**src/rtl/bq_out_fifo.sv**
```systemverilog
// Decimating capture FIFO for biquad filter output samples, show-ahead read port.
// Define BQ_OUT_FIFO_OVF_CNT_EN to include the saturating dropped-sample counter.
module bq_out_fifo #(
   parameter int unsigned DATAWIDTH = 12,
   parameter int unsigned DEPTH     = 16
) (
   input  logic                     wb_clk_i,
   input  logic                     wb_rst_i,
   input  logic                     en_i,
   input  logic [7:0]               decim_i,
   input  logic [DATAWIDTH-1:0]     y_i,
   input  logic                     y_vld_i,
   input  logic                     rd_i,
   input  logic                     clr_i,
   output logic [DATAWIDTH-1:0]     dat_o,
   output logic                     empty_o,
   output logic                     full_o,
   output logic [$clog2(DEPTH):0]   level_o,
   output logic                     ovf_o,
   output logic [7:0]               ovf_cnt_o
);

   localparam int unsigned AW = $clog2(DEPTH);
   localparam int unsigned LW = AW + 1;

   logic [DATAWIDTH-1:0] mem [DEPTH];
   logic [AW-1:0]        wr_ptr;
   logic [AW-1:0]        rd_ptr;
   logic [7:0]           dcnt;

   logic                 accept_c;
   logic                 capture_c;
   logic                 push_c;
   logic                 pop_c;
   logic                 drop_c;
   logic [7:0]           reload_c;
   logic [LW-1:0]        level_nxt_c;

   // Capture decision, push/pop qualification and next occupancy
   always_comb begin
      accept_c    = y_vld_i & en_i;
      capture_c   = accept_c & (dcnt == 8'd0);
      pop_c       = rd_i & ~empty_o;
      push_c      = capture_c & (~full_o | rd_i);
      drop_c      = capture_c & full_o & ~rd_i;
      reload_c    = (decim_i == 8'd0) ? 8'd0 : decim_i - 8'd1;
      level_nxt_c = level_o;
      case ({push_c, pop_c})
         2'b10:   level_nxt_c = level_o + LW'(1);
         2'b01:   level_nxt_c = level_o - LW'(1);
         default: level_nxt_c = level_o;
      endcase
   end

   // Control state; reset beats flush, flush beats push/pop
   always_ff @(posedge wb_clk_i) begin
      if (wb_rst_i || clr_i) begin
         wr_ptr  <= '0;
         rd_ptr  <= '0;
         level_o <= '0;
         empty_o <= 1'b1;
         full_o  <= 1'b0;
         ovf_o   <= 1'b0;
         dcnt    <= 8'd0;
      end else begin
         if (accept_c)
            dcnt <= (dcnt == 8'd0) ? reload_c : dcnt - 8'd1;
         if (push_c)
            wr_ptr <= wr_ptr + AW'(1);
         if (pop_c)
            rd_ptr <= rd_ptr + AW'(1);
         level_o <= level_nxt_c;
         empty_o <= (level_nxt_c == LW'(0));
         full_o  <= (level_nxt_c == LW'(DEPTH));
         if (drop_c)
            ovf_o <= 1'b1;
      end
   end

   // Storage is unreset; dat_o masks it whenever the FIFO is empty
   always_ff @(posedge wb_clk_i) begin
      if (push_c && !wb_rst_i && !clr_i)
         mem[wr_ptr] <= y_i;
   end

   assign dat_o = empty_o ? '0 : mem[rd_ptr];

`ifdef BQ_OUT_FIFO_OVF_CNT_EN
   logic [7:0] ovf_cnt_q;

   always_ff @(posedge wb_clk_i) begin
      if (wb_rst_i || clr_i)
         ovf_cnt_q <= 8'd0;
      else if (drop_c && ovf_cnt_q != 8'hFF)
         ovf_cnt_q <= ovf_cnt_q + 8'd1;
   end

   assign ovf_cnt_o = ovf_cnt_q;
`else
   assign ovf_cnt_o = 8'd0;
`endif

endmodule
```
**config.mk**
```make
export PLATFORM = sky130hd
export DESIGN_NAME = bq_out_fifo
export DESIGN_NICKNAME = d
export VERILOG_FILES = /design/src/rtl/bq_out_fifo.sv
export SDC_FILE = /design/constraint.sdc
export NUM_CORES = 1
export LEC_CHECK = 0
export CAP_MARGIN = 20
export CORE_AREA = 2 2 127 129
export CTS_CLUSTER_DIAMETER = 150
export DETAILED_ROUTE_END_ITERATION = 7
export DIE_AREA = 0 0 129 131
export PLACE_DENSITY = 0.84
export SLEW_MARGIN = 20
export SYNTH_ARGS = -nofsm -noshare
export SYNTH_HDL_FRONTEND = slang
export SYNTH_SLANG_ARGS = --single-unit
```
**constraint.sdc**
```tcl
create_clock -name wb_clk_i -period 9.4 [get_ports wb_clk_i]
set_clock_uncertainty 0.1 [all_clocks]
set_input_delay 0.94 -clock wb_clk_i [delete_from_list [all_inputs] [get_ports wb_clk_i]]
set_output_delay 0.94 -clock wb_clk_i [all_outputs]
set_load 0.01 [all_outputs]
```
==> results.sh <==
export IMPL_outcome="finished clean"
export IMPL_cts_buffers=22
export IMPL_reg2reg_depth=12
export IMPL_swShare=0.198
export IMPL_worst_r2r_endpoint="full_o"
export IMPL_cts_resized=0
export IMPL_slew_headroom=0.274
export IMPL_hold_viol=0
export IMPL_ctsHoldBuffers=0
export IMPL_startpoint_type="flip-flop"
export IMPL_cts_tree="yes"
export IMPL_synth_area_per_cell_um2=18.1
export IMPL_track_usage=0.230
export IMPL_grt_first_pass_wirelength_mm=28.3
export IMPL_total_power_w=0.00198
export IMPL_yosysWarnings=0
export IMPL_first_global_vias=4785
export IMPL_worst_pin_slew_ns=1.08
export IMPL_worstSetupPathType="flip-flop to primary output"
export IMPL_port_buffers=45
export IMPL_h_tree_depth=1
export IMPL_cellPowerDensity_mw_per_mm2=191
export IMPL_drive_gt1_frac=0.207
export IMPL_fin_setup_tns_ns=0
export IMPL_maxSlewViolCount=0
export IMPL_nFillCells=988
export IMPL_netlist_instances=498
export IMPL_fin_crit_sh=0.462
export IMPL_worstPathRequired_ns=8.36
export IMPL_power_static_leakage_nw=3.25
export IMPL_worstPathMaxFanout=48
export IMPL_cp_data_arrival_time_ns=3.30
export IMPL_io_pins=54
export IMPL_clockRootBuffer="clkbuf_16"
export IMPL_regToRegSetupSlack_ns=6.01
export IMPL_comb_power_share=0.039
export IMPL_yosysMostFrequentCell="edfxtp_1"
export IMPL_die_x_um=129
export IMPL_die_y_um=131
export IMPL_fin_crit_ns=4.34
export IMPL_holdCritStartpoint="ovf_o"
export IMPL_vias_per_cell=6.15
export IMPL_clkPwrFrac=0.419
export IMPL_drc_errors=0
export IMPL_ys_ff_latch=220
export IMPL_setup_viol=0
export IMPL_design_core_area_mm2=0.0156
export IMPL_first_pass_iters=5
export IMPL_synth_top_cell_by_area="edfxtp_1"
export IMPL_clock_sinks=220
export IMPL_gp_congestion=0.831
export IMPL_ir_worst_vdd_mv=0.122
export IMPL_syn_to_final_growth_pct=15.0
export IMPL_p_int_w=0.00158
export IMPL_maxCapViolCount=0
export IMPL_grt_overflow=0
export IMPL_p_seq_frac=0.542
export IMPL_antenna_found_initial=0
export IMPL_max_freq_mhz=230
export IMPL_grt_start_max_net_pins=49
export IMPL_via_count=4775
export IMPL_regArea_mm2=0.00633
export IMPL_timing_rr_start="dcnt[0]"
export IMPL_ant_nets=0
export IMPL_yosys_top_cells_count="192 x edfxtp_1, 60 x mux4_2, 36 x nor2_1"
export IMPL_synth_cell_types=47
export IMPL_dieArea_mm2=0.0169
export IMPL_critPathCaptureType="primary output"
export IMPL_hold_class="flip-flop to flip-flop"
export IMPL_clk_latency_ns=0.49
export IMPL_path_clk_slew_ns=0.06
export IMPL_dp_hpwl_mm=11.8
export IMPL_hold_path_end="ovf_o"
export IMPL_syn_area_mm2=0.00902
export IMPL_holdPathStages=2
export IMPL_dr_first_iter_drc_count=387
export IMPL_synth_edff_count=192
export IMPL_async_reset_ff_frac=0
export IMPL_row_count=46
export IMPL_ys_seq_area_frac=0.701
export IMPL_post_cts_setup_buffers=0
export IMPL_p_switching_w=0.000392
export IMPL_clockBufferDepth=3
export IMPL_ys_flop_type="edfxtp_1"
export IMPL_diodes=0
export IMPL_synth_area_top_cells="edfxtp_1 64%, mux4_2 15%, dfxtp_1 6.2%"
export IMPL_multi_input_area_mm2=0.00256
export IMPL_start_util=0.579
export IMPL_nets=581
export IMPL_wl_per_cell_um=24.3
export IMPL_finalWirelength_mm=18.9
export IMPL_rsz0062_at_grt="false"
export IMPL_synth_top_area_frac=0.639
## through the flow
step | util | cells | hold slack [ns] | instance area [um2] | setup WS [ns]
floorplan | - | 505 | 0.354 | 9050 | 5.90
global placement | 0.618 | 736 | 0.372 | 9630 | 5.35
detailed placement | 0.618 | 736 | 0.372 | 9630 | 5.14
CTS | 0.662 | 776 | 0.391 | 10300 | 4.94
global route | 0.665 | 777 | 0.410 | 10400 | 4.85
finish | 0.665 | 777 | 0.387 | 10400 | 5.06
## per-layer routing
| layer | up-vias | share of wire | global-route usage |
|---|---|---|---|
| li1 | 2057 | - | - |
| met2 | 213 | 0.51 | 0.391 |
| met3 | 38 | 0.068 | 0.0415 |
| met4 | 0 | 0.032 | 0.0825 |
| met1 | 2467 | 0.39 | 0.304 |
| met5 | - | 0 | 0 |
## cell usage in the layout (no fill, tap or decap), types with 3 or more instances in the layout
cell type        instances
a21oi_1                  7
clkbuf_16               23
nor4_1                   3
mux2i_1                  7
mux4_2                  60
nor3_1                   6
nand3_1                  4
inv_1                   11
nand2b_1                 3
clkdlybuf4s50_1         45
clkinv_2                 4
a211oi_1                 4
nor2_2                   8
o21ai_0                  5
buf_4                    3
xor2_1                   7
edfxtp_1               192
nor2_1                  28
or3_1                    8
nor2b_1                 18
dfxtp_1                 25
nand2_1                 16
ha_1                    10
xnor2_1                  6
conb_1                   8
nor3_4                   3
clkbuf_1                 6
## power groups by stage
| stage | combinational [W] | sequential [W] | clock [W] |
|---|---|---|---|
| 2_1_floorplan | 0.0000442 | 0.00109 | 0 |
| 3_3_place_gp | 0.0000735 | 0.00109 | 0 |
| 3_5_place_dp | 0.0000767 | 0.00109 | 0 |
| 4_1_cts | 0.0000775 | 0.00107 | 0.000839 |
| 5_1_grt | 0.0000845 | 0.00107 | 0.000875 |
| 6_report | 0.0000779 | 0.00107 | 0.000828 |
## how the worst max path moves through the flow
stage / startpoint / endpoint / slack, ns
detailed placement: y_vld_i / full_o / 5.14
global route: flip-flop / dat_o[1] / 4.85
finish: flip-flop / dat_o[10] / 5.06
floorplan: y_vld_i / full_o / 5.90
CTS: flip-flop / dat_o[0] / 4.94
global placement: y_vld_i / mem[7][4] / 5.35
## sequential cells by signal, indices dropped and copies added, names as in the netlist, named ones only
signal and count:
level_o 5, mem 192, full_o 1, wr_ptr 4, ovf_o 1, dcnt 8, rd_ptr 4, empty_o 1
## logic make-up after synthesis
| family | count (synthesis) | synth area share |
|---|---|---|
| xor gates and xnor gates | 13 | 0.0126 |
| muxes | 67 | 0.157 |
| AOI/OAI and AO/OA | 31 | 0.0241 |
| adders and majority gates | 10 | 0.0139 |
| buffers and inverters | 43 | 0.0243 |
| and+or+nand+nor | 113 | 0.0663 |
| DFF | 220 | 0.701 |
| other | 1 | 0.000416 |
## critical path, stage by stage (launching register included)
cell             delay [ns]
dfxtp_4                0.97
mux4_2                 0.66
mux4_2                 0.50
nor2b_1                0.15
clkdlybuf4s50_1        0.51
## layout make-up
class                           instances  share of cell area
Sequential cell                       220               0.610
Multi-Input combinational cell        242               0.247
Clock buffer                           30              0.0590
Timing Repair Buffer                   48              0.0456
Tap cell                              216              0.0260
Clock inverter                         10             0.00820
Inverter                               11             0.00398
Note: power is estimated with default switching activity, not from simulation.
==> patch (config.mk and constraints unchanged) <==
Change the parameter `DATAWIDTH` from 12 to 6.
--- a/src/rtl/bq_out_fifo.sv
+++ b/src/rtl/bq_out_fifo.sv
@@ -3,3 +3,3 @@
 module bq_out_fifo #(
-   parameter int unsigned DATAWIDTH = 12,
+   parameter int unsigned DATAWIDTH = 6,
    parameter int unsigned DEPTH     = 16
Interface: changed (resized dat_o and y_i); port bits go from 54 to 42. The function was not compared with the original's and may differ.
==> patch against the original RTL <==
- sequential share of layout area shrank 7.6 points
- power shrank 34%
- sequential power shrank 44%
- hold slack gained 0.0053 ns
- worst setup slack gained 0.42 ns
- die area is the same
- utilization shrank 25 points
- sequential cell count shrank 96
- synthesized area shrank 41%
- wire length shrank 43%
- register-to-register slack gained 0.06 ns
- global-route usage shrank 8.9 points
- design area shrank 38%
- critical path type unchanged
- largest power group is now the clock network
==> patch: results (changes against the original RTL) <==
<table>
<tr><th>Metric</th><th>Value</th></tr>
<tr><th colspan="2">Status</th></tr>
<tr><td>Result of the run</td><td>completed (unchanged)</td></tr>
<tr><th colspan="2">Yosys</th></tr>
<tr><td>Gate count after technology mapping</td><td>360 (was 498)</td></tr>
<tr><td>Distinct cells, synth</td><td>46 (was 47)</td></tr>
<tr><td>Sequential fraction of the synthesis area</td><td>64.2% (was 70.1%)</td></tr>
<tr><td>Proportion of synthesized area in mux cells</td><td>13.5% (was 15.7%)</td></tr>
<tr><td>Area fraction in compound gates after synthesis</td><td>5.21% (was 2.41%)</td></tr>
<tr><td>Adder and majority gate portion of the synthesized area</td><td>2.33% (was 1.39%)</td></tr>
<tr><th colspan="2">Power</th></tr>
<tr><td>Worst vdd rail ir drop</td><td>0.140 mV (was 0.122 mV)</td></tr>
<tr><td>Leakage dissipation</td><td>2.07 nW (was 3.25 nW)</td></tr>
<tr><th colspan="2">GRT</th></tr>
<tr><td>Number of global-route vias before repair</td><td>3284 (was 4785)</td></tr>
<tr><td>GRT Util Overall</td><td>14.1% (was 23.0%)</td></tr>
<tr><th colspan="2">Layout</th></tr>
<tr><td>Nonclk inv count</td><td>10 (was 11)</td></tr>
<tr><td>Seq cells</td><td>124 (was 220)</td></tr>
<tr><td>Register fraction of the total cell area</td><td>53.4% (was 61.0%)</td></tr>
<tr><td>Multi-Input Combinational</td><td>207 (was 242)</td></tr>
<tr><td>Final-layout non-clock buffer area share</td><td>5.24% (was 4.56%)</td></tr>
<tr><td>Count of clock-net buffers in the final layout</td><td>17 (was 30)</td></tr>
<tr><td>Ratio of cells with drive above 1 in the final layout</td><td>16.2% (was 20.7%)</td></tr>
<tr><td>Non-clock buffer instance count of the final layout</td><td>34 (was 48)</td></tr>
<tr><td>Fraction of area in multi-input gates</td><td>27.3% (was 24.7%)</td></tr>
<tr><th colspan="2">Setup path</th></tr>
<tr><td>Slowest cell on the critical path</td><td>mux4_2 (was dfxtp_4)</td></tr>
<tr><td>Number of cells on the worst reg-to-reg path</td><td>10 (was 12)</td></tr>
<tr><td>Crit path DAT</td><td>2.88 ns (was 3.30 ns)</td></tr>
<tr><td>Launch instance of the worst register-to-register path</td><td>dcnt[5]$_SDFFE_PP0P_ (was dcnt[0]$_SDFFE_PP0P_)</td></tr>
<tr><td>Setup slack of the worst register-to-register path</td><td>6.07 ns (was 6.01 ns)</td></tr>
<tr><th colspan="2">Clock tree</th></tr>
<tr><td>Buffer levels on the longest clock path</td><td>2 (was 3)</td></tr>
<tr><th colspan="2">Min path</th></tr>
<tr><td>Terminating pin of the worst hold path</td><td>dcnt[1]$_SDFFE_PP0P_ (was ovf_o$_SDFFE_PP0P_)</td></tr>
<tr><th colspan="2">Drt</th></tr>
<tr><td>Post-DR vias/cell</td><td>5.05 (was 6.15)</td></tr>
<tr><th colspan="2">Placement</th></tr>
<tr><td># port buffers</td><td>33 (was 45)</td></tr>
</table>
[patch: power breakdown]
group	leakage [nW]	switching, mW	internal, mW	total (mW)
sequential	1.09	0.00342	0.593	0.596
clock	0.275	0.235	0.415	0.649
combinational	0.702	0.0337	0.0262	0.0598
[patch: routing by layer]
metal | share of wire [%] | global-route usage, %
met5 | 0 | 0
met2 | 50 | 23.8
met4 | 1.5 | 4.99
met3 | 6.9 | 4.44
met1 | 42 | 17.3
[patch: how the worst max path moves through the flow]
stage	from	endpoint	slack (ns)	depth (start not counted)
4_1_cts	register	dat_o[5]	5.24	4
3_5_place_dp	y_vld_i	full_o$_SDFF_PP0_	5.29	11
6_report	register	dat_o[5]	5.48	5
5_1_grt	register	dat_o[5]	5.33	5
3_3_place_gp	y_vld_i	empty_o$_SDFF_PP1_	5.41	11
2_1_floorplan	en_i	full_o$_SDFF_PP0_	6.16	12
[patch: critical path, delay by kind of cell, from the launching register on]
kind          cells  cell delay, ns
buf+inv           2            0.89
mux               2            1.11
flops             1            0.30
simple gates      1            0.15
